`config.mk`:
```
export PLATFORM = sky130hd
export DESIGN_NAME = pixel_scheduler
export DESIGN_NICKNAME = d
export VERILOG_FILES = /design/src/rtl/pixel_sched_pkg.sv /design/src/rtl/coord_stepper.sv /design/src/rtl/pixel_scheduler.sv
export SDC_FILE = /design/constraint.sdc
export NUM_CORES = 1
export LEC_CHECK = 0
export BUFFER_PORTS_ARGS = -buffer_cell sky130_fd_sc_hd__buf_2
export CAP_MARGIN = 15
export CORE_UTILIZATION = 52
export CTS_CLUSTER_DIAMETER = 80
export CTS_CLUSTER_SIZE = 10
export DETAILED_ROUTE_END_ITERATION = 16
export GPL_ROUTABILITY_DRIVEN = 0
export MAX_ROUTING_LAYER = met4
export PLACE_DENSITY = 0.77
export SYNTH_ARGS = -nofsm -noshare
export SYNTH_HDL_FRONTEND = slang
export SYNTH_SLANG_ARGS = --single-unit
```
`constraint.sdc`:
```
create_clock -name sysclk -period 10.1 [get_ports sysclk]
set_input_delay 2.525 -clock sysclk [delete_from_list [all_inputs] [get_ports sysclk]]
set_output_delay 2.525 -clock sysclk [all_outputs]
set_load 0.005 [all_outputs]
```
`src/rtl/pixel_sched_pkg.sv`:
```
// Shared types and field widths for the pixel scheduler and its coordinate stepper.
package pixel_sched_pkg;

    typedef enum logic [1:0] {
        IDLE  = 2'd0,
        RUN   = 2'd1,
        DRAIN = 2'd2
    } sched_state_t;

    typedef enum logic [1:0] {
        FREE     = 2'd0,
        LAUNCHED = 2'd1,
        ARMED    = 2'd2,
        RESULT   = 2'd3
    } eng_state_t;

    localparam int X_W     = 10;
    localparam int Y_W     = 9;
    localparam int DEPTH_W = 8;

endpackage

```
`src/rtl/coord_stepper.sv`:
```
// Raster x/y counter with optional incremental complex-coordinate accumulator (no multiplier).
module coord_stepper
    import pixel_sched_pkg::*;
#(
    parameter int WIDTH      = 640,
    parameter int HEIGHT     = 480,
    parameter bit WITH_COORD = 1'b1
) (
    input  logic               sysclk,
    input  logic               reset,
    input  logic               load,
    input  logic               advance,
    input  logic signed [31:0] re_origin,
    input  logic signed [31:0] im_origin,
    input  logic signed [31:0] step,
    output logic [X_W-1:0]     x,
    output logic [Y_W-1:0]     y,
    output logic signed [31:0] re_c,
    output logic signed [31:0] im_c,
    output logic               last
);

    logic eol;

    assign eol  = (x == X_W'(WIDTH - 1));
    assign last = eol && (y == Y_W'(HEIGHT - 1));

    always_ff @(posedge sysclk or posedge reset) begin
        if (reset) begin
            x <= '0;
            y <= '0;
        end else if (load) begin
            x <= '0;
            y <= '0;
        end else if (advance) begin
            if (eol) begin
                x <= '0;
                y <= (y == Y_W'(HEIGHT - 1)) ? '0 : y + 1'b1;
            end else begin
                x <= x + 1'b1;
            end
        end
    end

    generate
        if (WITH_COORD) begin : g_coord
            logic signed [31:0] re_base;
            logic signed [31:0] step_r;

            // Wrapping two's-complement arithmetic; the line start reloads from the latched origin.
            always_ff @(posedge sysclk or posedge reset) begin
                if (reset) begin
                    re_base <= '0;
                    step_r  <= '0;
                    re_c    <= '0;
                    im_c    <= '0;
                end else if (load) begin
                    re_base <= re_origin;
                    step_r  <= step;
                    re_c    <= re_origin;
                    im_c    <= im_origin;
                end else if (advance) begin
                    if (eol) begin
                        re_c <= re_base;
                        im_c <= im_c - step_r;
                    end else begin
                        re_c <= re_c + step_r;
                    end
                end
            end
        end else begin : g_no_coord
            logic unused_coord;
            assign unused_coord = ^{re_origin, im_origin, step};
            assign re_c = '0;
            assign im_c = '0;
        end
    endgenerate

endmodule

```
`src/rtl/pixel_scheduler.sv`:
```
// Frame scheduler: dispatches raster pixels round-robin to depth engines and retires
// their results in raster order onto a valid/ready pixel stream.
module pixel_scheduler
    import pixel_sched_pkg::*;
#(
    parameter int NUM_ENGINES = 4,
    parameter int FRAC        = 16,
    parameter int WIDTH       = 640,
    parameter int HEIGHT      = 480
) (
    input  logic                           sysclk,
    input  logic                           reset,
    input  logic                           frame_start,
    input  logic signed [31:0]             re_origin,
    input  logic signed [31:0]             im_origin,
    input  logic signed [31:0]             step,
    output logic                           busy,
    output logic                           frame_done,
    output logic [NUM_ENGINES-1:0]         eng_start,
    output logic [X_W-1:0]                 eng_x,
    output logic [Y_W-1:0]                 eng_y,
    output logic signed [31:0]             eng_re_c,
    output logic signed [31:0]             eng_im_c,
    input  logic [NUM_ENGINES-1:0]         eng_done,
    input  logic [DEPTH_W*NUM_ENGINES-1:0] eng_depth,
    output logic                           pix_valid,
    input  logic                           pix_ready,
    output logic [DEPTH_W-1:0]             pix_depth,
    output logic [X_W-1:0]                 pix_x,
    output logic [Y_W-1:0]                 pix_y,
    output logic                           pix_sof,
    output logic                           pix_eol
);

    localparam int PTR_W = (NUM_ENGINES > 1) ? $clog2(NUM_ENGINES) : 1;

    sched_state_t       state;
    eng_state_t         eng_st [NUM_ENGINES];
    logic [PTR_W-1:0]   disp_ptr;
    logic [PTR_W-1:0]   ret_ptr;
    logic               load;
    logic               dispatch;
    logic               retire;
    logic               accept;
    logic               pix_last;
    logic [X_W-1:0]     disp_x;
    logic [Y_W-1:0]     disp_y;
    logic [X_W-1:0]     ret_x;
    logic [Y_W-1:0]     ret_y;
    logic signed [31:0] disp_re;
    logic signed [31:0] disp_im;
    logic signed [31:0] unused_ret_re;
    logic signed [31:0] unused_ret_im;
    logic               disp_last;
    logic               unused_ret_last;
    logic [DEPTH_W-1:0] ret_depth;
    logic [31:0]        unused_frac;

    // Coordinates are opaque to the scheduler; FRAC only names the engines' number format.
    assign unused_frac = 32'(FRAC);

    function automatic logic [PTR_W-1:0] next_ptr(input logic [PTR_W-1:0] p);
        return (p == PTR_W'(NUM_ENGINES - 1)) ? '0 : p + 1'b1;
    endfunction

    assign load       = (state == IDLE) && frame_start;
    assign dispatch   = (state == RUN) && (eng_st[disp_ptr] == FREE);
    assign accept     = pix_valid && pix_ready;
    assign retire     = (state != IDLE) && (eng_st[ret_ptr] == RESULT) && (!pix_valid || pix_ready);
    assign frame_done = accept && pix_last && (state == DRAIN);

    always_comb begin
        ret_depth = '0;
        for (int k = 0; k < NUM_ENGINES; k++) begin
            if (ret_ptr == PTR_W'(k)) ret_depth = eng_depth[k*DEPTH_W +: DEPTH_W];
        end
    end

    coord_stepper #(.WIDTH(WIDTH), .HEIGHT(HEIGHT), .WITH_COORD(1'b1)) u_disp_step (
        .sysclk    (sysclk),
        .reset     (reset),
        .load      (load),
        .advance   (dispatch),
        .re_origin (re_origin),
        .im_origin (im_origin),
        .step      (step),
        .x         (disp_x),
        .y         (disp_y),
        .re_c      (disp_re),
        .im_c      (disp_im),
        .last      (disp_last)
    );

    coord_stepper #(.WIDTH(WIDTH), .HEIGHT(HEIGHT), .WITH_COORD(1'b0)) u_ret_step (
        .sysclk    (sysclk),
        .reset     (reset),
        .load      (load),
        .advance   (retire),
        .re_origin ('0),
        .im_origin ('0),
        .step      ('0),
        .x         (ret_x),
        .y         (ret_y),
        .re_c      (unused_ret_re),
        .im_c      (unused_ret_im),
        .last      (unused_ret_last)
    );

    // A launched engine must show done low before a high done counts as its result,
    // so a level left over from the previous pixel is never taken as new.
    always_ff @(posedge sysclk or posedge reset) begin
        if (reset) begin
            for (int k = 0; k < NUM_ENGINES; k++) eng_st[k] <= FREE;
        end else begin
            for (int k = 0; k < NUM_ENGINES; k++) begin
                case (eng_st[k])
                    FREE:     if (dispatch && disp_ptr == PTR_W'(k)) eng_st[k] <= LAUNCHED;
                    LAUNCHED: if (!eng_done[k]) eng_st[k] <= ARMED;
                    ARMED:    if (eng_done[k]) eng_st[k] <= RESULT;
                    RESULT:   if (retire && ret_ptr == PTR_W'(k)) eng_st[k] <= FREE;
                endcase
            end
        end
    end

    always_ff @(posedge sysclk or posedge reset) begin
        if (reset) begin
            state     <= IDLE;
            busy      <= 1'b0;
            disp_ptr  <= '0;
            ret_ptr   <= '0;
            eng_start <= '0;
            eng_x     <= '0;
            eng_y     <= '0;
            eng_re_c  <= '0;
            eng_im_c  <= '0;
            pix_valid <= 1'b0;
            pix_depth <= '0;
            pix_x     <= '0;
            pix_y     <= '0;
            pix_sof   <= 1'b0;
            pix_eol   <= 1'b0;
            pix_last  <= 1'b0;
        end else begin
            eng_start <= '0;
            case (state)
                IDLE: begin
                    if (frame_start) begin
                        state    <= RUN;
                        busy     <= 1'b1;
                        disp_ptr <= '0;
                        ret_ptr  <= '0;
                    end
                end
                RUN: begin
                    if (dispatch && disp_last) state <= DRAIN;
                end
                DRAIN: begin
                    if (frame_done) begin
                        state <= IDLE;
                        busy  <= 1'b0;
                    end
                end
                default: state <= IDLE;
            endcase

            if (dispatch) begin
                eng_start <= NUM_ENGINES'(1) << disp_ptr;
                eng_x     <= disp_x;
                eng_y     <= disp_y;
                eng_re_c  <= disp_re;
                eng_im_c  <= disp_im;
                disp_ptr  <= next_ptr(disp_ptr);
            end

            // Output register refills only when empty or being accepted in this cycle.
            if (retire) begin
                pix_valid <= 1'b1;
                pix_depth <= ret_depth;
                pix_x     <= ret_x;
                pix_y     <= ret_y;
                pix_sof   <= (ret_x == '0) && (ret_y == '0);
                pix_eol   <= (ret_x == X_W'(WIDTH - 1));
                pix_last  <= (ret_x == X_W'(WIDTH - 1)) && (ret_y == Y_W'(HEIGHT - 1));
                ret_ptr   <= next_ptr(ret_ptr);
            end else if (accept) begin
                pix_valid <= 1'b0;
            end
        end
    end

endmodule

```
======== After elaboration in Yosys (flattened, before gate mapping) ========
Cells that the tools add are included.
word-level totals
  word-level logic and storage cells ...... 203
  input bits .............................. 136
  bits in latches ......................... 0
  output and inout bits ................... 119
  memory bits (read-only) ................. 0
  memories ................................ 0
  flip-flop bits (word level) ............. 299
  bits in writable memories ............... 0
operators by class
  shift-type cells ........................ 1
  div/mod/pow operators ................... 0
  equal/unequal tests ..................... 44
  reductions and logical operators ........ 52
  add/sub/neg operators ................... 8
  $lt $le $gt $ge ......................... 2
  mux-type cells .......................... 66
  bitwise gates (word level) .............. 2
  multipliers ............................. 0
operators by type and width
  cell                     number
  $mux W32                 6
  $mux W9                  8
  $mux W10                 6
  $mux W2                  29
  $ne A2 B2 Y1 const B     18
  $add A32 B32 Y32         1
  $mux W8                  4
  $pmux W2 S4              4
  $sub A32 B32 Y32         1
  $eq A2 B2 Y1 const B     14
  $reduce_bool A2 Y1       11
  $add A10 B1 Y10 const B  2
  $eq A10 B10 Y1 const B   2
  $logic_and A1 B1 Y1      19
  $add A9 B1 Y9 const B    2
  $eq A9 B9 Y1 const B     2
  $logic_not A2 Y1         8
  $reduce_and A4 Y1        4
  $eq A2 B1 Y1 const B     7
  $logic_not A10 Y1        1
  $logic_not A9 Y1         1
  $bmux W2 S2              2
  $reduce_and A2 Y1        4
  $ge A3 B3 Y1 const B     2
  other kinds (11)         17

======== Logic depth before layout (Yosys ltp) ========
  depth after elaboration ................. 10
  depth in mapped cells ................... 12
  depth with buffers taken out ............ 12

======== Modules after synthesis ========
Synthesis repeated with hierarchy kept, for this count alone.
unflattened totals
  cells, all modules ...................... 1899
  area total of the unflattened synthesis .. 16811.1 µm²
by module, submodules not included
  module                        sequential area each (µm²)  instances  area each (µm²)  cells each
  coord_stepper at u_disp_step  3678.5                      1          9481.6           1110
  pixel_scheduler               3328.2                      1          5799.3           613
  coord_stepper at u_ret_step   475.5                       1          1530.2           176

======== Least setup slack after synthesis ========
No wires, ideal clock.
  kind .................................... input-to-output
  start ................................... input pix_ready
  end ..................................... output frame_done
  data required time ...................... 7.575 ns
  buffers on the path ..................... 0
  path slack .............................. 4.850 ns
  data arrival time ....................... 2.725 ns
  stages on the path ...................... 2
  cells stage by stage .................... nand3_1 > nor2_1
on the way
  word-level cells in the longest chain between the ends .. 3
RTL lines
  item                               line                   text
  start: declaration                 pixel_scheduler.sv:27  input logic pix_ready,
  $logic_and A1 B1 Y1                pixel_scheduler.sv:68  assign accept = pix_valid && pix_ready;
  $logic_and A1 B1 Y1 (2 in series)  pixel_scheduler.sv:70  assign frame_done = accept && pix_last && (state == DRAIN);
  end: declaration                   pixel_scheduler.sv:18  output logic frame_done,
Every way passes these cells.

======== Worst setup path in the final report ========
Ends and elaborated chain as after synthesis.

==> metrics.yaml <==
synth-async-reset-ratio: 1.000
crit_fanout: 3
syn_nets: 2077
crit_path_end_kind: "output pin"
worstMarginPinSlew_ns: 0.9674
yosysUniqueCellTypes: 75
cts_tree: "built"
grt_pass1_vias: 13490
finalSetupTns_ns: 0
max_freq_mhz: 175.7
num_vias: 13940
grt_first_pass_wirelength_um: 67880
htree_levels: 2
wl_um: 41770
use_met1: 0.3609
synth_cells: 1847
yosysSeqAreaShare: 0.4678
grt_util_met3: 0.04520
path_class: "input pin to output pin"
layout-drive-gt1-share: 0.1643
drt-initial-drc-count: 884
cts_buffers: 35
ir_drop_mv: 0.1573
fin_util: 0.6176
fin_crit_sh: 0.5637
insertion_delay_ns: 0.51
cts.repair.resized: 0
rr_startpoint: "disp_ptr[0]"
r2r_end: "u_disp_step.im_c[31]"
drcViolationCount: 0
layout_commonest_cell: "nand2_1"
slew_violations: 0
io_buffer_count: 254
antenna_found_initial: 4
regToRegSetupSlack_ns: 6.39
grt_use_met2: 0.4435
status: "completed"
clk_path_buf_depth: 3
max_cap_violations: 0
dieArea_um2: 31460
ios: 255
finClkSkew_ns: 0.01768
fin_cells: 2464
die_w_um: 177.4
viasPerCell: 5.655
holdPathStages: 2
relSlewSlack: 0.3535
clock-sinks: 299
hold_start: "eng_x[0]"
drtAntennaViolNets: 0
timing.final.hold_violations: 0
grt_max_degree: 169
whs_ns: 0.4652
yosys_register_bits: 299
dp.cells: 2422
p_leak_nw: 9.471
hpwl_um: 29090
final_cell_mix: "nand2_1 (559), dfrtp_1 (299), buf_2 (254), a21oi_1 (125), nor2_1 (116)"
postCtsSetupRepairBufs: 0
power_density_nw_per_um2: 294.8
cts_hold_buf: 0
hp-class: "register to register"
p_total_mw: 5.454
startpoint_type: "input pin"
rr_worst_depth: 9
avgSynthCellArea_um2: 8.659
rsz0062_at_grt: "false"
gr-usage-all-layers: 0.2771
fin_crit_ns: 5.693
firstDrtPassIters: 5
clk_pin_slew_ns: 0.05
arrival_ns: 3.17
synth_edf_count: 0
initial_core_util: 0.5339
core_area_um2: 29950
synth_top_flop_cell: "dfrtp_1"
wl_per_cell_um: 16.95
cts_root_buffer: "clkbuf_16"
ys_warn_count: 0
min_to: "eng_x[0]"
finalSetupViolations: 0
cp.required_ns: 7.58
nNetsFinal: 2299
chipHeight_um: 177.4
syn_to_final_growth_pct: 15.68
row_count: 63
grt-ovfl-total: 0
grt-busiest-layer: "met2"
synth_area_um2: 15990
-- area by class of cell --
cell class	count	area [um2]
inverter	66	251.5
fill	2561	11450
clock buffer	38	929.6
tap	390	488.0
timing repair buffer	269	1396
sequential	299	7482
antenna	4	10.01
multi-input combinational	1398	7943
-- worst max-delay path by stage --
stage	startpoint	to	slack, ns
CTS	pix_ready	frame_done	4.40
floorplan	reset	busy	3.60
detailed placement	pix_ready	frame_done	4.41
finish	pix_ready	frame_done	4.41
global placement	pix_ready	frame_done	4.41
global route	pix_ready	frame_done	4.38
-- power by group --
| group | switching, mW | internal (mW) | total (mW) |
|---|---|---|---|
| logic | 1.52 | 0.988 | 2.51 |
| registers | 0.278 | 1.57 | 1.85 |
| clock network | 0.451 | 0.642 | 1.09 |
| total | 2.25 | 3.20 | 5.45 |
-- synthesized netlist by cell type (13+ instances only) --
library cell	count	area, um2
inv_1	66	247.7
a21o_1	27	202.7
and3_1	15	93.84
a21oi_1	125	625.6
nand2_1	560	2102
nor3_1	14	70.07
buf_2	14	70.07
nand3_1	30	150.1
ha_1	92	1151
dfrtp_1	299	7482
xnor2_1	33	289.0
o211ai_1	23	172.7
o22ai_1	17	106.4
nor2_1	118	442.9
a22oi_1	24	180.2
o21ai_0	101	505.5
xor2_1	35	306.5
buf_1	13	48.80
mux2i_1	14	140.1
nand4_1	13	81.33
clkbuf_1	55	206.5
-- per-stage QoR --
stage,setup WS (ns),cell area (um2)
2_1_floorplan,3.602,16000
3_3_place_gp,4.413,17560
3_5_place_dp,4.409,17560
4_1_cts,4.403,18490
5_1_grt,4.376,18500
6_report,4.407,18500
-- cell families (layout without fill, tap and decap cells) --
family	count (synthesis)	after routing	synth area share
buffers and inverters	150	373	0.03677
AOI/OAI and AO/OA	414	414	0.1635
DFF	299	299	0.4678
muxes	18	18	0.01158
other	0	4	0
adders and majority gates	94	94	0.07448
and+or+nand+nor	804	804	0.2086
xor gates and xnor gates	68	68	0.03724
-- metal layers --
layer | wire (um) | vias up
li1 | - | 6708
met1 | 18120 | 6645
met2 | 19540 | 516
met3 | 3103 | 66
met4 | 1006 | 0
met5 | 0 | -
-- flip-flops by register name, indices dropped and copies added, names as in the netlist, 9 cells and up --
register and count:
u_disp_step.g_coord.re_base 32, u_disp_step.im_c 32, u_ret_step.y 9, eng_re_c 32, eng_im_c 32, eng_y 9
u_ret_step.x 10, u_disp_step.y 9, eng_x 10, u_disp_step.g_coord.step_r 32, u_disp_step.re_c 32, pix_x 10
pix_y 9, u_disp_step.x 10
-- worst max-delay path, stage by stage --
cell,delay [ns]
buf_2,0.08
nand3_1,0.22
nor2_1,0.20
buf_2,0.14
Note: power is estimated with default switching activity, not from simulation.
